==> src/rtl/pid_pkg.sv <==
// rtl/pid_pkg.sv - shared FSM encoding and arithmetic helpers for the PID controller
package pid_pkg;

  typedef enum logic [2:0] {
    S_IDLE,
    S_ERR,
    S_PTERM,
    S_ITERM,
    S_DTERM,
    S_SAT
  } pid_state_t;

  function automatic int acc_width(input int gw, input int iw);
    return gw + iw + 4;
  endfunction

  function automatic logic signed [63:0] clamp_s(input logic signed [63:0] v,
                                                 input logic signed [63:0] lim);
    if (v > lim) return lim;
    if (v < -lim) return -lim;
    return v;
  endfunction

endpackage

==> src/rtl/pid_ctrl_if.sv <==
// rtl/pid_ctrl_if.sv - sample-in / pwm-out bundle between speed estimator, PID and PWM generator
interface pid_ctrl_if #(
  parameter int DW = 8,
  parameter int OW = 8
);
  logic          sample_valid;
  logic [DW-1:0] setpoint;
  logic [DW-1:0] measured;
  logic          busy;
  logic          out_valid;
  logic [OW-1:0] pwm_mag;
  logic          pwm_dir;
  logic          sat_flag;
  logic          sample_drop;

  modport master (
    output sample_valid, setpoint, measured,
    input  busy, out_valid, pwm_mag, pwm_dir, sat_flag, sample_drop
  );

  modport slave (
    input  sample_valid, setpoint, measured,
    output busy, out_valid, pwm_mag, pwm_dir, sat_flag, sample_drop
  );
endinterface

==> src/rtl/pid_sat.sv <==
// rtl/pid_sat.sv - fixed-point rescale, sign/magnitude split and output saturation
module pid_sat
  import pid_pkg::*;
#(
  parameter int AW   = 28,
  parameter int FRAC = 4,
  parameter int OW   = 8
) (
  input  logic signed [AW-1:0] acc,
  output logic [OW-1:0]        mag,
  output logic                 dir,
  output logic                 sat
);

  localparam logic [AW-1:0] MAG_MAX = AW'((1 << OW) - 1);

  logic signed [AW-1:0] r;
  logic [AW-1:0]        r_abs;

  always_comb begin
    r     = acc >>> FRAC;
    r_abs = $unsigned(r[AW-1] ? -r : r);
    dir   = ~r[AW-1];
    sat   = r_abs > MAG_MAX;
    mag   = sat ? MAG_MAX[OW-1:0] : r_abs[OW-1:0];
  end

endmodule

==> src/rtl/pid_ctrl.sv <==
// rtl/pid_ctrl.sv - strobe-driven PID speed loop with one shared multiplier sequenced by an FSM
module pid_ctrl
  import pid_pkg::*;
#(
  parameter int DW      = 8,
  parameter int GW      = 8,
  parameter int FRAC    = 4,
  parameter int IW      = 16,
  parameter int INT_LIM = 2 ** (IW - 1) - 1,
  parameter int OW      = 8
) (
  input  logic          clk,
  input  logic          reset,
  pid_ctrl_if.slave     bus,
  input  logic [GW-1:0] kp,
  input  logic [GW-1:0] ki,
  input  logic [GW-1:0] kd,
  input  logic          int_clr
);

  localparam int AW  = acc_width(GW, IW);
  localparam int EW  = DW + 1;
  localparam int DVW = DW + 2;
  localparam int VW  = (IW > DVW) ? IW : DVW;

  pid_state_t state, state_nxt;

  logic [DW-1:0]         sp_r, ms_r;
  logic [GW-1:0]         kp_r, ki_r, kd_r;
  logic signed [EW-1:0]  err, err_prev, err_c;
  logic signed [IW-1:0]  integ, integ_base, integ_clamped;
  logic signed [DVW-1:0] deriv;
  logic signed [AW-1:0]  acc, acc_base, acc_nxt;
  logic                  first, clr_pend, clr_now;
  logic signed [GW:0]    mul_a;
  logic signed [VW-1:0]  mul_b;
  logic signed [GW+VW:0] mul_p;
  logic [OW-1:0]         sat_mag, mag_r;
  logic                  sat_dir, sat_sat, dir_r, sat_r;
  logic                  out_valid_r, drop_r;

  // A clear seen mid-computation is parked in clr_pend and applied once back in IDLE.
  assign clr_now = (int_clr || clr_pend) && (state == S_IDLE || state == S_ERR);

  always_comb begin
    state_nxt = state;
    case (state)
      S_IDLE:  if (bus.sample_valid) state_nxt = S_ERR;
      S_ERR:   state_nxt = S_PTERM;
      S_PTERM: state_nxt = S_ITERM;
      S_ITERM: state_nxt = S_DTERM;
      S_DTERM: state_nxt = S_SAT;
      default: state_nxt = S_IDLE;
    endcase
  end

  always_comb begin
    err_c         = $signed({1'b0, sp_r}) - $signed({1'b0, ms_r});
    integ_base    = clr_now ? '0 : integ;
    integ_clamped = IW'(clamp_s(64'(integ_base) + 64'(err_c), 64'(INT_LIM)));
  end

  always_comb begin
    mul_a = '0;
    mul_b = '0;
    case (state)
      S_PTERM: begin mul_a = $signed({1'b0, kp_r}); mul_b = VW'(err);   end
      S_ITERM: begin mul_a = $signed({1'b0, ki_r}); mul_b = VW'(integ); end
      S_DTERM: begin mul_a = $signed({1'b0, kd_r}); mul_b = VW'(deriv); end
      default: ;
    endcase
    mul_p    = mul_a * mul_b;
    acc_base = (state == S_PTERM) ? '0 : acc;
    acc_nxt  = acc_base + AW'(mul_p);
  end

  // Saturation is evaluated on the final sum so the outputs are registered entering SAT.
  pid_sat #(.AW(AW), .FRAC(FRAC), .OW(OW)) u_sat (
    .acc (acc_nxt),
    .mag (sat_mag),
    .dir (sat_dir),
    .sat (sat_sat)
  );

  always_ff @(posedge clk or negedge reset) begin
    if (!reset) begin
      state       <= S_IDLE;
      sp_r        <= '0;
      ms_r        <= '0;
      kp_r        <= '0;
      ki_r        <= '0;
      kd_r        <= '0;
      err         <= '0;
      err_prev    <= '0;
      integ       <= '0;
      deriv       <= '0;
      acc         <= '0;
      first       <= 1'b1;
      clr_pend    <= 1'b0;
      mag_r       <= '0;
      dir_r       <= 1'b1;
      sat_r       <= 1'b0;
      out_valid_r <= 1'b0;
      drop_r      <= 1'b0;
    end else begin
      state       <= state_nxt;
      out_valid_r <= (state == S_DTERM);
      drop_r      <= bus.sample_valid && (state != S_IDLE);

      if (clr_now)
        clr_pend <= 1'b0;
      else if (int_clr && state != S_IDLE && state != S_ERR)
        clr_pend <= 1'b1;

      case (state)
        S_IDLE: begin
          if (clr_now) begin
            integ    <= '0;
            err_prev <= '0;
            first    <= 1'b1;
          end
          if (bus.sample_valid) begin
            sp_r <= bus.setpoint;
            ms_r <= bus.measured;
            kp_r <= kp;
            ki_r <= ki;
            kd_r <= kd;
          end
        end
        S_ERR: begin
          err   <= err_c;
          integ <= integ_clamped;
          deriv <= (first || clr_now) ? '0 : DVW'(err_c) - DVW'(err_prev);
          if (clr_now) begin
            err_prev <= '0;
            first    <= 1'b1;
          end
        end
        S_PTERM, S_ITERM: acc <= acc_nxt;
        S_DTERM: begin
          acc      <= acc_nxt;
          err_prev <= err;
          first    <= 1'b0;
          mag_r    <= sat_mag;
          dir_r    <= sat_dir;
          sat_r    <= sat_sat;
        end
        default: ;
      endcase
    end
  end

  assign bus.busy        = (state != S_IDLE);
  assign bus.out_valid   = out_valid_r;
  assign bus.pwm_mag     = mag_r;
  assign bus.pwm_dir     = dir_r;
  assign bus.sat_flag    = sat_r;
  assign bus.sample_drop = drop_r;

endmodule
==> src/flat_wrapper.sv <==
// flat-port wrapper written by rule: the top's interface ports become plain ports
module pid_ctrl_flat import pid_pkg::*;
#(
  parameter int DW      = 8,
  parameter int GW      = 8,
  parameter int FRAC    = 4,
  parameter int IW      = 16,
  parameter int INT_LIM = 2 ** (IW - 1) - 1,
  parameter int OW      = 8
)
  (clk, reset, kp, ki, kd, int_clr, bus_sample_valid, bus_setpoint, bus_measured, bus_busy, bus_out_valid, bus_pwm_mag, bus_pwm_dir, bus_sat_flag, bus_sample_drop);
  pid_ctrl_if #(.DW(DW), .OW(OW)) bus_i ();
  input  logic clk;
  input  logic reset;
  input  logic [GW-1:0] kp;
  input  logic [GW-1:0] ki;
  input  logic [GW-1:0] kd;
  input  logic int_clr;
  input wire logic [$bits(bus_i.sample_valid)-1:0] bus_sample_valid;
  input wire logic [$bits(bus_i.setpoint)-1:0] bus_setpoint;
  input wire logic [$bits(bus_i.measured)-1:0] bus_measured;
  output wire logic [$bits(bus_i.busy)-1:0] bus_busy;
  output wire logic [$bits(bus_i.out_valid)-1:0] bus_out_valid;
  output wire logic [$bits(bus_i.pwm_mag)-1:0] bus_pwm_mag;
  output wire logic [$bits(bus_i.pwm_dir)-1:0] bus_pwm_dir;
  output wire logic [$bits(bus_i.sat_flag)-1:0] bus_sat_flag;
  output wire logic [$bits(bus_i.sample_drop)-1:0] bus_sample_drop;
  assign bus_i.sample_valid = bus_sample_valid;
  assign bus_i.setpoint = bus_setpoint;
  assign bus_i.measured = bus_measured;
  assign bus_busy = bus_i.busy;
  assign bus_out_valid = bus_i.out_valid;
  assign bus_pwm_mag = bus_i.pwm_mag;
  assign bus_pwm_dir = bus_i.pwm_dir;
  assign bus_sat_flag = bus_i.sat_flag;
  assign bus_sample_drop = bus_i.sample_drop;
  pid_ctrl #(.DW(DW), .GW(GW), .FRAC(FRAC), .IW(IW), .INT_LIM(INT_LIM), .OW(OW)) u_core (.clk(clk), .reset(reset), .bus(bus_i), .kp(kp), .ki(ki), .kd(kd), .int_clr(int_clr));
endmodule
==> config.mk <==
export PLATFORM = sky130hd
export DESIGN_NAME = pid_ctrl_flat
export DESIGN_NICKNAME = d
export VERILOG_FILES = /design/src/rtl/pid_pkg.sv /design/src/rtl/pid_ctrl_if.sv /design/src/rtl/pid_sat.sv /design/src/rtl/pid_ctrl.sv /design/src/flat_wrapper.sv
export SDC_FILE = /design/constraint.sdc
export NUM_CORES = 1
export LEC_CHECK = 0
export CAP_MARGIN = 20
export CORE_ASPECT_RATIO = 1.5
export CORE_UTILIZATION = 55
export DETAILED_ROUTE_END_ITERATION = 16
export HOLD_SLACK_MARGIN = 0.05
export PLACE_DENSITY = 0.73
export REMOVE_ABC_BUFFERS = 1
export SYNTH_ARGS = -nofsm -noshare
export SYNTH_HDL_FRONTEND = slang
export SYNTH_SLANG_ARGS = --single-unit
==> constraint.sdc <==
create_clock -name clk -period 14.87 [get_ports clk]
set_input_delay 2.2305 -clock clk [delete_from_list [all_inputs] [get_ports clk]]
set_output_delay 2.2305 -clock clk [all_outputs]
set_load 0.01 [all_outputs]
; Word level (Yosys, flattened, before mapping)
; Index checks and enable logic that the tools add are counted.
[word_totals]
wordCells = 74
in_bits = 44
register_bits = 129
output_inout_bits = 13
[op_classes]
n_addsub = 5
n_eq_ne = 7
n_lt_le_gt_ge = 3
n_mux = 23
n_bitwise = 1
n_mul = 1
n_reduce_logical = 16
[op_table]
columns = cell, n
row1 = 16-bit two-way mux, 5
row2 = 28-bit two-way mux, 2
row3 = 16-bit one-hot mux with 3 select lines, 1
row4 = 16-bit one-hot mux with 2 select lines, 1
row5 = 28-bit by 25-bit adder with 28-bit output, 1
row6 = "28-bit by 8-bit > comparator with 1-bit output, second input constant", 1
row7 = 24-bit negation with 28-bit output, 1
row8 = 9-bit by 16-bit multiplier with 25-bit output, 1
row9 = 8-bit one-hot mux with 3 select lines, 1
row10 = 9-bit one-hot mux with 2 select lines, 1
row11 = 16-bit by 9-bit adder with 17-bit output, 1
row12 = "17-bit by 16-bit > comparator with 1-bit output, second input constant", 1
row13 = "17-bit by 16-bit < comparator with 1-bit output, second input constant", 1
row14 = 3-bit one-hot mux with 5 select lines, 1
row15 = 10-bit two-way mux, 1
row16 = 9-bit by 9-bit subtractor with 10-bit output, 1
row17 = 9-bit two-way mux, 1
row18 = 8-bit by 8-bit subtractor with 9-bit output, 1
row19 = 8-bit two-way mux, 1
row20 = "3-bit by 2-bit == test with 1-bit output, second input constant", 2
row21 = 1-bit two-way mux, 6
row22 = 2-bit nonzero test, 3
row23 = 1-bit logical AND, 4
row24 = 2-bit AND reduction, 2
row25 = other kinds (13), 15

; Logic depth before layout (Yosys ltp)
; Gate-level depths: netlist (run 1).
[depth]
word_depth = 11
ltp_mapped = 33
depth_no_buf = 29

; Cells and area by module
; A second synthesis (run 1) with hierarchy kept.
[unflattened]
hier_cells = 1482
hier_area_um2 = 13341.5
[modules_own_cells]
columns = module, cells_each, area_each_um2, seq_area_each_um2, n_inst
row1 = pid_ctrl, 1372, 12614.6, 3230.6, 1
row2 = pid_sat, 110, 726.9, 0.0, 1

; Least setup slack after synthesis (run 1)
; No wires, ideal clock.
[synth_path]
kind = reg-to-reg
startpoint = register u_core.state[0]
endpoint = register u_core.mag_r[0] (netlist: u_core.bus.pwm_mag[0])
n_path_buf = 5
t_required_ns = 14.713
t_arrival_ns = 8.028
path_slack_ns = 6.685
setup_time_ns = 0.157
synth_period_minus_slack_ns = 8.185
path_stages_with_launch = 31
path_cell_list = dfrtp_1 > clkbuf_1 > clkbuf_1 > buf_1 > mux2i_1 > nor2_1 > a21oi_1 > nor2_1 > fa_1 > inv_1 > fa_1 > inv_1 > fa_1 > fa_1 > inv_1 > fa_1 > inv_1 > ha_1 > buf_2 > nand4_1 > or3_1 > or4_4 > a31oi_2 > o21a_2 > or2_1 > buf_2 > inv_2 > nor4_1 > mux2_2 > o32ai_2 > a41oi_1
[synth_between]
elab_chain_cells = 8
word_cells_on_any_way = 12
classes_between = add/sub: 2 / mul: 1 / order compare: 1 / eq/ne: 3 / mux: 5
[synth_lines]
columns = item, line_no
row1 = "start, declared", pid_ctrl.sv:26  ; pid_state_t state, state_nxt;
row2 = "start signal, assigned", pid_ctrl.sv:106  ; state <= state_nxt;
row3 = 3-bit == test (tied with other cells), "pid_ctrl.sv:66, pid_ctrl.sv:115"
row4 = 8-bit one-hot mux with 3 select lines or 16-bit one-hot mux with 3 select lines (tied branches), pid_ctrl.sv:66  ; case (state)
row5 = 9-bit by 16-bit multiplier with 25-bit output, pid_ctrl.sv:72  ; mul_p = mul_a * mul_b;
row6 = 28-bit by 25-bit adder with 28-bit output, pid_ctrl.sv:74  ; acc_nxt = acc_base + AW'(mul_p);
row7 = 24-bit negation with 28-bit output, pid_sat.sv:22  ; r_abs = $unsigned(r[AW-1] ? -r : r);
row8 = 28-bit two-way mux, pid_sat.sv:22
row9 = 28-bit by 8-bit > comparator with 1-bit output, pid_sat.sv:24  ; sat = r_abs > MAG_MAX;
row10 = 8-bit two-way mux, pid_sat.sv:25  ; mag = sat ? MAG_MAX[OW-1:0] : r_abs[OW-1:0];
row11 = "end signal, assigned", pid_ctrl.sv:144  ; mag_r <= sat_mag;
row12 = "end, declared", pid_ctrl.sv:38  ; logic [OW-1:0] sat_mag, mag_r;
; Parallel ways exist; a longest one is shown, timed or not.
; A chain may end at the register's enable or synchronous reset.

; Final worst setup path (run 1)
[layout_path]
startpoint = register u_core.state[0]
endpoint = register u_core.mag_r[6] (netlist: u_core.bus.pwm_mag[6])
; Same word-level chain as after synthesis.

==> flow_summary_export.csv, run 1 <==
group,metric,value,unit
routing,drt_first_pass_iters,5,
synthesis,synthDistinctLibCells,91,
global_route,busiest_layer,"met2",
routing,drt_iter0_drc,599,
floorplanning,num_io_pins,57,
outcome,status,"finished, final reports clean",
synthesis,synth.cell_area,0.0139,mm2
clock_network,numCtsBuffers,17,
synthesis,ys_seq_elements,129,
floorplanning,num_rows,70,
timing,fmax,109,MHz
synthesis,async_flop_share,1.00,
floorplanning,core_area,0.0245,mm2
critical_path,cp-end-kind,"flop",
floorplanning,initial_core_util,0.565,
timing,finalCritPeriodShare,0.619,
routing,viasPerCell,5.85,
synthesis,synth_top_family_by_area,"adder cells",
flow_run,maxCapViolCount,0,
synthesis,synth_compound_area_frac,0.163,
synthesis,muxShareOfSynthArea,0.0532,
routing,antenna_left,0,
placed_design,numPortBuffers,56,
critical_path,crit_type,"flop to flop",
global_route,grt-ovfl-total,0,
timing,drv_slew,0,
timing,rsz0062_at_grt,"no",
floorplanning,dieWidth,132,um
synthesis,synth_warnings,0,
clock_network,cts_num_sinks,129,
synthesis,syn-instance-count,1576,
final_layout,drive_gt1_frac,0.0928,
global_route,met1_usage,0.312,
critical_path,crit_path_start_kind,"flop",
final_layout,mostFrequentLayoutCells,"inv_1, nand2_1, nor2_1",
synthesis,yosys.area_share.simple,0.171,
clock_network,cts-root-buf,"clkbuf_16",
synthesis,synth_edf_count,0,
routing,wl_per_cell,18.0,um
synthesis,yosysSeqAreaShare,0.233,
global_route,grt_max_degree,75,
clock_network,cts_max_path_buffers,2,
clock_network,cts_tree,"done",
clock_network,clock_latency,0.44,ns
clock_network,path_clk_slew,0.07,ns
global_route,grt_usage,0.285,
clock_network,ctsResizeCount,0,
synthesis,synthXorXnorAreaFrac,0.0289,
routing,routed_wl,34.9,mm
final_layout,regArea,0.00323,mm2
clock_network,ctsHoldBuffers,0,
placed_design,place.gp.congestion,0.925,
routing,vias,11362,
synthesis,avgSynthCellArea,8.79,um2
floorplanning,die_area,0.0258,mm2
hold_path,worstHoldPathType,"flop to flop",
critical_path,crit_fanout,43,
global_route,grt_pass1_vias,11881,
global_route,antenna_found_initial,0,
critical_path,worstPathArrival,9.48,ns
final_layout,nNetsFinal,1874,
global_route,use_met2,0.539,
clock_network,post-cts-setup-buffers,0,
final_layout,multi_input_area,0.00964,mm2
placed_design,post-place-ws,5.26,ns
final_layout,final_common_cell,"inv_1",
critical_path,required,15.14,ns
timing,slew_headroom,0.292,
final_layout,syn_to_final_growth,10.7,%
timing,fin_skew,0.0141,ns
synthesis,synth_adder_area_share,0.278,
final_layout,fill_cells,2132,
placed_design,post_dp_cell_area,0.0147,mm2
synthesis,ys.flop_type,"dfrtp_1",
timing,setup_viol,0,
timing,fin_crit,9.21,ns
timing,hold_viol_final,0,
routing,route.detailed.drc,0,
global_route,grt_pass1_wl,58.2,mm
global_route,grt_util_met3,0.0291,
final_layout,stdcell_area,0.0153,mm2
clock_network,htreeDepth,4,
floorplanning,die_h,196,um
timing,setup_tns,0,ns
timing,worst_pin_slew,1.05,ns
placed_design,dpl.hpwl,27.5,mm
timing,setup_slack,5.66,ns
final_layout,num_antenna_cells,0,
cells in the mapped netlist, types with 7 or more instances:
master / count / area [um2]
a211oi_1: 9 / 67.6
a21o_1: 24 / 180
a21oi_1: 81 / 405
a221o_1: 8 / 80.1
a22o_1: 11 / 96.3
a31oi_1: 10 / 62.6
a41oi_1: 8 / 70.1
and2_1: 26 / 163
buf_2: 20 / 100
clkbuf_1: 41 / 154
dfrtp_1: 127 / 3180
fa_1: 131 / 2620
ha_1: 95 / 1190
inv_1: 194 / 728
mux2_2: 45 / 507
mux2i_1: 23 / 230
nand2_1: 193 / 724
nand2b_1: 8 / 50.1
nand3_1: 13 / 65.1
nand4_1: 13 / 81.3
nor2_1: 158 / 593
nor2b_1: 12 / 75.1
nor3_1: 24 / 120
o21a_1: 24 / 180
o21ai_0: 77 / 385
o21ai_1: 8 / 40.0
o21bai_1: 9 / 67.6
o31ai_1: 7 / 52.6
or2_2: 14 / 87.6
xnor2_1: 22 / 193
xor2_1: 20 / 175
state kept, by name, indices dropped and copies added, names as in the netlist, 3 cells and up:
signal and count:
u_core.kd_r 8, u_core.state 3, u_core.kp_r 8, u_core.deriv 10, u_core.ki_r 8, u_core.err 9, u_core.ms_r 8, u_core.integ 16
u_core.sp_r 8, u_core.bus.pwm_mag 8, u_core.err_prev 9, u_core.acc 28
worst paths after layout:
| path | start | end | slack [ns] | cells past startpoint |
|---|---|---|---|---|
| hold reg to reg | u_core.acc[3] | u_core.acc[3] | 0.48 | 2 |
| max in group asynchronous | reset | u_core.acc[15] | 11.72 | 2 |
| setup / recovery | u_core.state[0] | u_core.bus.pwm_mag[6] | 5.66 | 27 |
| min in group asynchronous | reset | u_core.bus.out_valid | 1.75 | 1 |
| hold / removal | u_core.acc[3] | u_core.acc[3] | 0.48 | 2 |
| setup reg to reg | u_core.state[0] | u_core.bus.pwm_mag[6] | 5.66 | 27 |
kinds of logic (layout without fill, tap and decap cells):
kind of cell    Yosys count  count (layout)
compound gates          334             334
xor+xnor                 44              44
fa+ha+maj               230             230
buf+inv                 260             301
flops                   129             129
mux                      68              68
simple gates            511             511
layout make-up:
class / count / share of cell area
repair buffers: 74 / 0.0466
multi-input cells: 1187 / 0.628
clock inverters: 15 / 0.0124
clock buffers: 17 / 0.0277
flip-flops and latches: 129 / 0.211
inverters: 195 / 0.0477
well taps: 324 / 0.0264
worst max-delay path, stage by stage (launching register included):
cell,delay [ns]
dfrtp_1,0.38
buf_4,0.25
nor3_2,0.22
buf_4,0.51
nand2_1,0.14
o21ai_1,0.58
nand2_1,0.17
fa_1,0.55
inv_1,0.06
fa_1,0.51
inv_1,0.05
fa_1,0.51
inv_1,0.07
fa_1,0.54
inv_1,0.06
fa_1,0.54
inv_1,0.04
ha_1,0.56
o211ai_1,0.24
a21oi_1,0.36
nand2_1,0.13
mux2i_1,0.31
o22ai_1,0.23
or3b_1,0.47
nor4_1,0.37
mux2_2,0.39
o32ai_2,0.56
a41oi_1,0.20
through the flow:
step,hold slack [ns],utilization,std cells
after floorplan,0.442,-,1511
after global placement,0.458,0.599,1907
after detailed placement,0.464,0.599,1907
after CTS,0.480,0.624,1939
after global routing,0.518,0.625,1941
final,0.479,0.625,1941
layer usage:
metal,vias up,wire length (um)
li1,5345,-
met1,5606,13200
met2,318,18900
met3,93,1170
met4,0,1600
met5,-,0
Power of run 1 is not shown: default switching activity piles up to over one toggle a cycle in this logic, so the estimate is an artifact.
==> run 2: changes to the inputs <==
--- a/config.mk
+++ b/config.mk
@@ -10,7 +10,7 @@
 export CORE_UTILIZATION = 55
 export DETAILED_ROUTE_END_ITERATION = 16
 export HOLD_SLACK_MARGIN = 0.05
-export PLACE_DENSITY = 0.73
+export PLACE_DENSITY = 0.76
 export REMOVE_ABC_BUFFERS = 1
 export SYNTH_ARGS = -nofsm -noshare
 export SYNTH_HDL_FRONTEND = slang
==> constraint.sdc (replaced) <==
create_clock -name clk -period 7.8 [get_ports clk]
set_input_delay 1.17 -clock clk [delete_from_list [all_inputs] [get_ports clk]]
set_output_delay 1.17 -clock clk [all_outputs]
set_load 0.01 [all_outputs]
==> run 2 against run 1 <==
Net effect:
- global-route usage rose by 2.8 points
- critical path depth is the same
- clock skew is 0.0023 ns lower
- routed wire length up 15%
- worst hold slack better by 0.0050 ns
- worst setup slack got worse by 5.6 ns
- die area unchanged
- register-to-register slack got worse by 5.6 ns
- via count up 7.5%
- maximum frequency rose by 20%
- flip-flop and latch count unchanged
- largest cell class unchanged
==> flow_summary_export.csv, run 2 (synthesis results as in run 1) <==
group,metric,value,unit
flow_run,maxCapViolCount,0,
global_route,use_met2,0.587,
timing,drv_slew,0,
global_route,antenna_found_initial,0,
clock_network,cts_max_path_buffers,2,
critical_path,rr_endpoint,"u_core.bus.pwm_mag[3]",
global_route,grt-ovfl-total,0,
clock_network,htreeDepth,4,
final_layout,largest_reg_flops,28,
critical_path,r2r_start,"u_core.state[0]",
final_layout,nNetsFinal,2003,
critical_path,cp-end-kind,"flop",
placed_design,post_dp_cell_area,0.0155,mm2
timing,slew_headroom,0.298,
final_layout,final_common_cell,"nand2_1",
clock_network,cts_tree,"done",
timing,setup_tns,0,ns
placed_design,place.gp.congestion,0.992,
critical_path,r2r.worst_path.cells,27,
timing,fmax,130,MHz
routing,routed_wl,40.2,mm
floorplanning,initial_core_util,0.565,
placed_design,numPortBuffers,56,
critical_path,worstPathArrival,8.01,ns
critical_path,crit_path_start_kind,"flop",
clock_network,path_clk_slew,0.07,ns
global_route,grt_pass1_vias,12620,
final_layout,largest_register,"u_core.acc",
floorplanning,die_area,0.0258,mm2
placed_design,dpl.hpwl,30.3,mm
global_route,busiest_layer,"met2",
floorplanning,dieWidth,132,um
critical_path,reg2reg_slack,0.10,ns
hold_path,worstHoldPathType,"flop to flop",
routing,antenna_left,0,
outcome,status,"finished, final reports clean",
placed_design,post-place-ws,-0.303,ns
clock_network,cts-root-buf,"clkbuf_16",
routing,viasPerCell,5.90,
clock_network,numCtsBuffers,17,
global_route,grt_util_met3,0.0368,
clock_network,cts_num_sinks,129,
clock_network,ctsHoldBuffers,0,
hold_path,worstHoldStart,"u_core.acc[22]",
global_route,met1_usage,0.335,
floorplanning,core_area,0.0245,mm2
final_layout,regArea,0.00323,mm2
global_route,grt_pass1_wl,63.3,mm
final_layout,largestRegisters,"u_core.acc x28, u_core.integ x16, u_core.deriv x10",
global_route,grt_usage,0.313,
routing,vias,12216,
timing,worst_pin_slew,1.04,ns
final_layout,syn_to_final_growth,22.7,%
routing,wl_per_cell,19.4,um
routing,drt_first_pass_iters,5,
final_layout,num_antenna_cells,0,
timing,hold_viol_final,0,
timing,finalCritPeriodShare,0.987,
final_layout,multi_input_area,0.0102,mm2
routing,route.detailed.drc,0,
final_layout,drive_gt1_frac,0.210,
clock_network,clock_latency,0.45,ns
timing,fin_skew,0.0118,ns
critical_path,crit_fanout,15,
critical_path,required,8.11,ns
final_layout,fill_cells,1867,
global_route,grt_max_degree,75,
routing,drt_iter0_drc,676,
timing,setup_viol,0,
timing,fin_crit,7.70,ns
critical_path,crit_type,"flop to flop",
hold_path,hold_depth,2,
floorplanning,num_rows,70,
final_layout,stdcell_area,0.0170,mm2
floorplanning,die_h,196,um
floorplanning,num_io_pins,57,
hold_path,hold_end,"u_core.acc[22]",
timing,setup_slack,0.100,ns
final_layout,mostFrequentLayoutCells,"nand2_1, inv_1, nor2_1",
run 2: cell count changes in the layout (fill, tap and decap cells not counted), sizes merged:
cell	previous run	this run
clkbuf	17	19
inv	203	201
clkinv	6	3
clkinvlp	0	2
bufinv	1	3
buf	19	147
run 2: worst max-delay path by stage:
stage               startpoint                    end  slack [ns]  depth (start not counted)
2_1_floorplan  u_core.state[0]  u_core.bus.pwm_mag[0]       -2.71                         25
3_3_place_gp   u_core.state[2]  u_core.bus.pwm_mag[4]       -0.19                         27
3_5_place_dp   u_core.state[0]  u_core.bus.pwm_mag[6]       -0.30                         27
4_1_cts        u_core.state[0]  u_core.bus.pwm_mag[0]       0.001                         30
5_1_grt        u_core.state[0]  u_core.bus.pwm_mag[3]       -0.10                         27
6_report       u_core.state[0]  u_core.bus.pwm_mag[3]        0.10                         27
run 2: layout make-up:
| class | instances | area share |
|---|---|---|
| inverters | 195 | 0.0433 |
| multi-input cells | 1187 | 0.600 |
| clock inverters | 14 | 0.0116 |
| clock buffers | 18 | 0.0252 |
| flip-flops and latches | 129 | 0.190 |
| repair buffers | 203 | 0.106 |
| well taps | 324 | 0.0238 |
run 2: layer usage:
| metal | share of wire | wire length (um) | vias to the layer above |
|---|---|---|---|
| met3 | 0.039 | 1570 | 155 |
| met4 | 0.063 | 2550 | 0 |
| li1 | - | - | 5616 |
| met1 | 0.36 | 14300 | 6027 |
| met2 | 0.54 | 21800 | 418 |
| met5 | 0 | 0 | - |
run 2: critical path, cell delays in order (launching register included):
cell and delay (ns):
dfrtp_1 0.41, buf_12 0.19, buf_4 0.23, mux2i_2 0.35, o21a_2 0.25, nor2_1 0.08, fa_1 0.52, inv_1 0.05
fa_1 0.47, inv_1 0.05, fa_1 0.51, fa_1 0.55, inv_1 0.05, fa_1 0.55, inv_1 0.06, ha_2 0.34
a211o_1 0.35, a21o_4 0.25, a21oi_4 0.19, xnor2_4 0.13, a211oi_4 0.32, nand2_2 0.10, or4b_4 0.51, o41ai_2 0.22
o211ai_1 0.18, nor4_4 0.30, buf_2 0.23, a41oi_1 0.12
run 2: stage by stage:
stage	cells	hold slack (ns)	utilization
after floorplan	1511	0.442	-
after global placement	2010	0.455	0.632
after detailed placement	2010	0.473	0.632
after CTS	2047	0.489	0.663
after global routing	2070	0.512	0.693
final	2070	0.484	0.693
run 2: repair_timing:
item | CTS | global route
resized for setup | 25 | 120
endpoints found under the setup margin | 9 | 9
pin swaps | 5 | 52
buffers inserted | 4 | 17
gates cloned | 1 | 4
Power of run 2 is left out for the same reason.
==> run 3: changes to the inputs <==
--- a/config.mk
+++ b/config.mk
@@ -8,9 +8,11 @@
 export CAP_MARGIN = 20
 export CORE_ASPECT_RATIO = 1.5
 export CORE_UTILIZATION = 55
+export CTS_CLUSTER_SIZE = 30
 export DETAILED_ROUTE_END_ITERATION = 16
+export DONT_BUFFER_PORTS = 1
 export HOLD_SLACK_MARGIN = 0.05
-export PLACE_DENSITY = 0.76
+export PLACE_DENSITY = 0.73
 export REMOVE_ABC_BUFFERS = 1
 export SYNTH_ARGS = -nofsm -noshare
 export SYNTH_HDL_FRONTEND = slang
==> run 3 against run 2 <==
Net effect:
- via count down 0.33%
- count of clock-buffer cells in the layout down 1
- critical path depth unchanged
- global-route usage down 0.46 points
- register-to-register slack worse by 0.03 ns
- first-iteration DRC count down 4.7%
- flip-flop and latch count unchanged
- critical path type unchanged
- critical endpoint is now u_core.bus.pwm_mag[5]
==> flow_summary_export.csv, run 3 (synthesis results as in run 1) <==
group,metric,value,unit
hold_path,worstHoldPathType,"primary input to async pin",
global_route,grt-ovfl-total,0,
routing,route.detailed.drc,0,
final_layout,num_antenna_cells,0,
final_layout,final_common_cell,"nand2_1",
routing,viasPerCell,5.95,
timing,fin_crit,7.73,ns
final_layout,largest_register,"u_core.acc",
routing,wl_per_cell,19.8,um
clock_network,cts-root-buf,"clkbuf_16",
routing,drt_first_pass_iters,5,
placed_design,numPortBuffers,0,
placed_design,place.gp.congestion,0.934,
clock_network,path_clk_slew,0.07,ns
global_route,antenna_found_initial,0,
critical_path,r2r.worst_path.cells,27,
global_route,grt_max_degree,130,
final_layout,mostFrequentLayoutCells,"nand2_1, inv_1, buf_4",
timing,slew_headroom,0.285,
global_route,grt_pass1_wl,62.5,mm
final_layout,largest_reg_flops,28,
final_layout,largestRegisters,"u_core.acc x28, u_core.integ x16, u_core.deriv x10",
floorplanning,num_io_pins,57,
critical_path,cp-end-kind,"flop",
floorplanning,die_area,0.0258,mm2
clock_network,cts_tree,"done",
critical_path,crit_type,"flop to flop",
final_layout,syn_to_final_growth,22.3,%
timing,drv_slew,0,
clock_network,cts_num_sinks,129,
global_route,grt_usage,0.309,
routing,routed_wl,40.5,mm
routing,antenna_left,0,
final_layout,regArea,0.00323,mm2
final_layout,instances_no_fill,2048,
timing,finalCritPeriodShare,0.992,
global_route,grt_pass1_vias,12602,
clock_network,numCtsBuffers,17,
outcome,status,"finished, final reports clean",
floorplanning,core_area,0.0245,mm2
clock_network,htreeDepth,4,
final_layout,drive_gt1_frac,0.244,
timing,worst_pin_slew,1.06,ns
clock_network,ctsHoldBuffers,0,
critical_path,required,8.11,ns
timing,setup_viol,0,
floorplanning,initial_core_util,0.565,
critical_path,crit_path_start_kind,"flop",
floorplanning,dieWidth,132,um
critical_path,worstPathArrival,8.04,ns
critical_path,crit_fanout,7,
routing,vias,12176,
floorplanning,num_rows,70,
final_layout,fill_cells,1845,
placed_design,dpl.cell_count,1960,
timing,fin_skew,0.0105,ns
clock_network,cts_max_path_buffers,2,
timing,fmax,129,MHz
routing,drt_iter0_drc,644,
clock_network,clock_latency,0.44,ns
placed_design,dpl.hpwl,29.4,mm
final_layout,multi_input_area,0.0103,mm2
timing,hold_viol_final,0,
flow_run,maxCapViolCount,0,
final_layout,nNetsFinal,1981,
floorplanning,die_h,196,um
run 3: cell count changes in the layout (fill, tap and decap cells not counted), moves of 5 or more:
cell / change
mux2i_1: -5
buf_4: +25
buf_12: +6
clkdlybuf4s50_1: -55
inv_2: +5
nor2_1: -6
run 3: area by class of cell:
type,count,share of cell area
Sequential cell,129,0.191
Clock buffer,17,0.0251
Timing Repair Buffer,181,0.0966
Multi-Input combinational cell,1187,0.611
Clock inverter,15,0.00982
Tap cell,324,0.0239
Inverter,195,0.0433
run 3: metrics by stage:
| stage | util | setup TNS (ns) | hold slack (ns) | setup slack [ns] | instance area (um2) |
|---|---|---|---|---|---|
| 6_report | 0.691 | 0 | 0.418 | 0.0657 | 16900 |
| 5_1_grt | 0.691 | -0.604 | 0.403 | -0.0867 | 16900 |
| 4_1_cts | 0.642 | 0 | 0.407 | 0.00203 | 15700 |
| 3_5_place_dp | 0.612 | -1.83 | 0.468 | -0.240 | 15000 |
| 3_3_place_gp | 0.612 | -1.25 | 0.455 | -0.148 | 15000 |
| 2_1_floorplan | - | -43.17 | 0.442 | -2.71 | 13600 |
run 3: critical path, cell delays in order (launching register included):
cell and delay, ns:
dfrtp_1 0.43, buf_6 0.15, buf_12 0.15, buf_8 0.15, mux2i_4 0.19, o21a_4 0.25, buf_12 0.15, nor2_1 0.18
fa_1 0.47, fa_1 0.51, fa_1 0.54, fa_1 0.50, inv_1 0.06, fa_1 0.53, inv_1 0.04, ha_1 0.30
nand4_1 0.22, or3_1 0.41, or4_4 0.59, a31oi_4 0.19, o21a_2 0.17, or2_4 0.12, inv_2 0.04, nor4_4 0.28
mux2_4 0.34, o32ai_4 0.34, buf_6 0.17, a41oi_1 0.10
run 3: repair_timing:
action	in CTS	in global routing
buffers inserted	2	45
hold endpoints to repair	0	0
gates cloned	2	7
resized for setup	16	169
setup endpoints to repair	9	9
pin swaps	2	88
run 3: per-layer routing:
layer  global-route usage  vias up  share of wire
li1                     -     5575              -
met3               0.0324      161          0.037
met5                    0        -              0
met1                0.334     6027           0.36
met4                0.180        0          0.069
met2                0.580      413           0.54
run 3: worst paths after layout:
path                                      start                     to  slack (ns)
worst max-delay path            u_core.state[0]  u_core.bus.pwm_mag[5]        0.07
worst min-delay path                      reset         u_core.ms_r[5]        0.42
worst max register to register  u_core.state[0]  u_core.bus.pwm_mag[5]        0.07
worst min register to register    u_core.acc[3]          u_core.acc[3]        0.48
max in group asynchronous                 reset     u_core.bus.pwm_dir        7.13
min in group clk                  u_core.acc[3]          u_core.acc[3]        0.48
Power of run 3 is left out for the same reason.
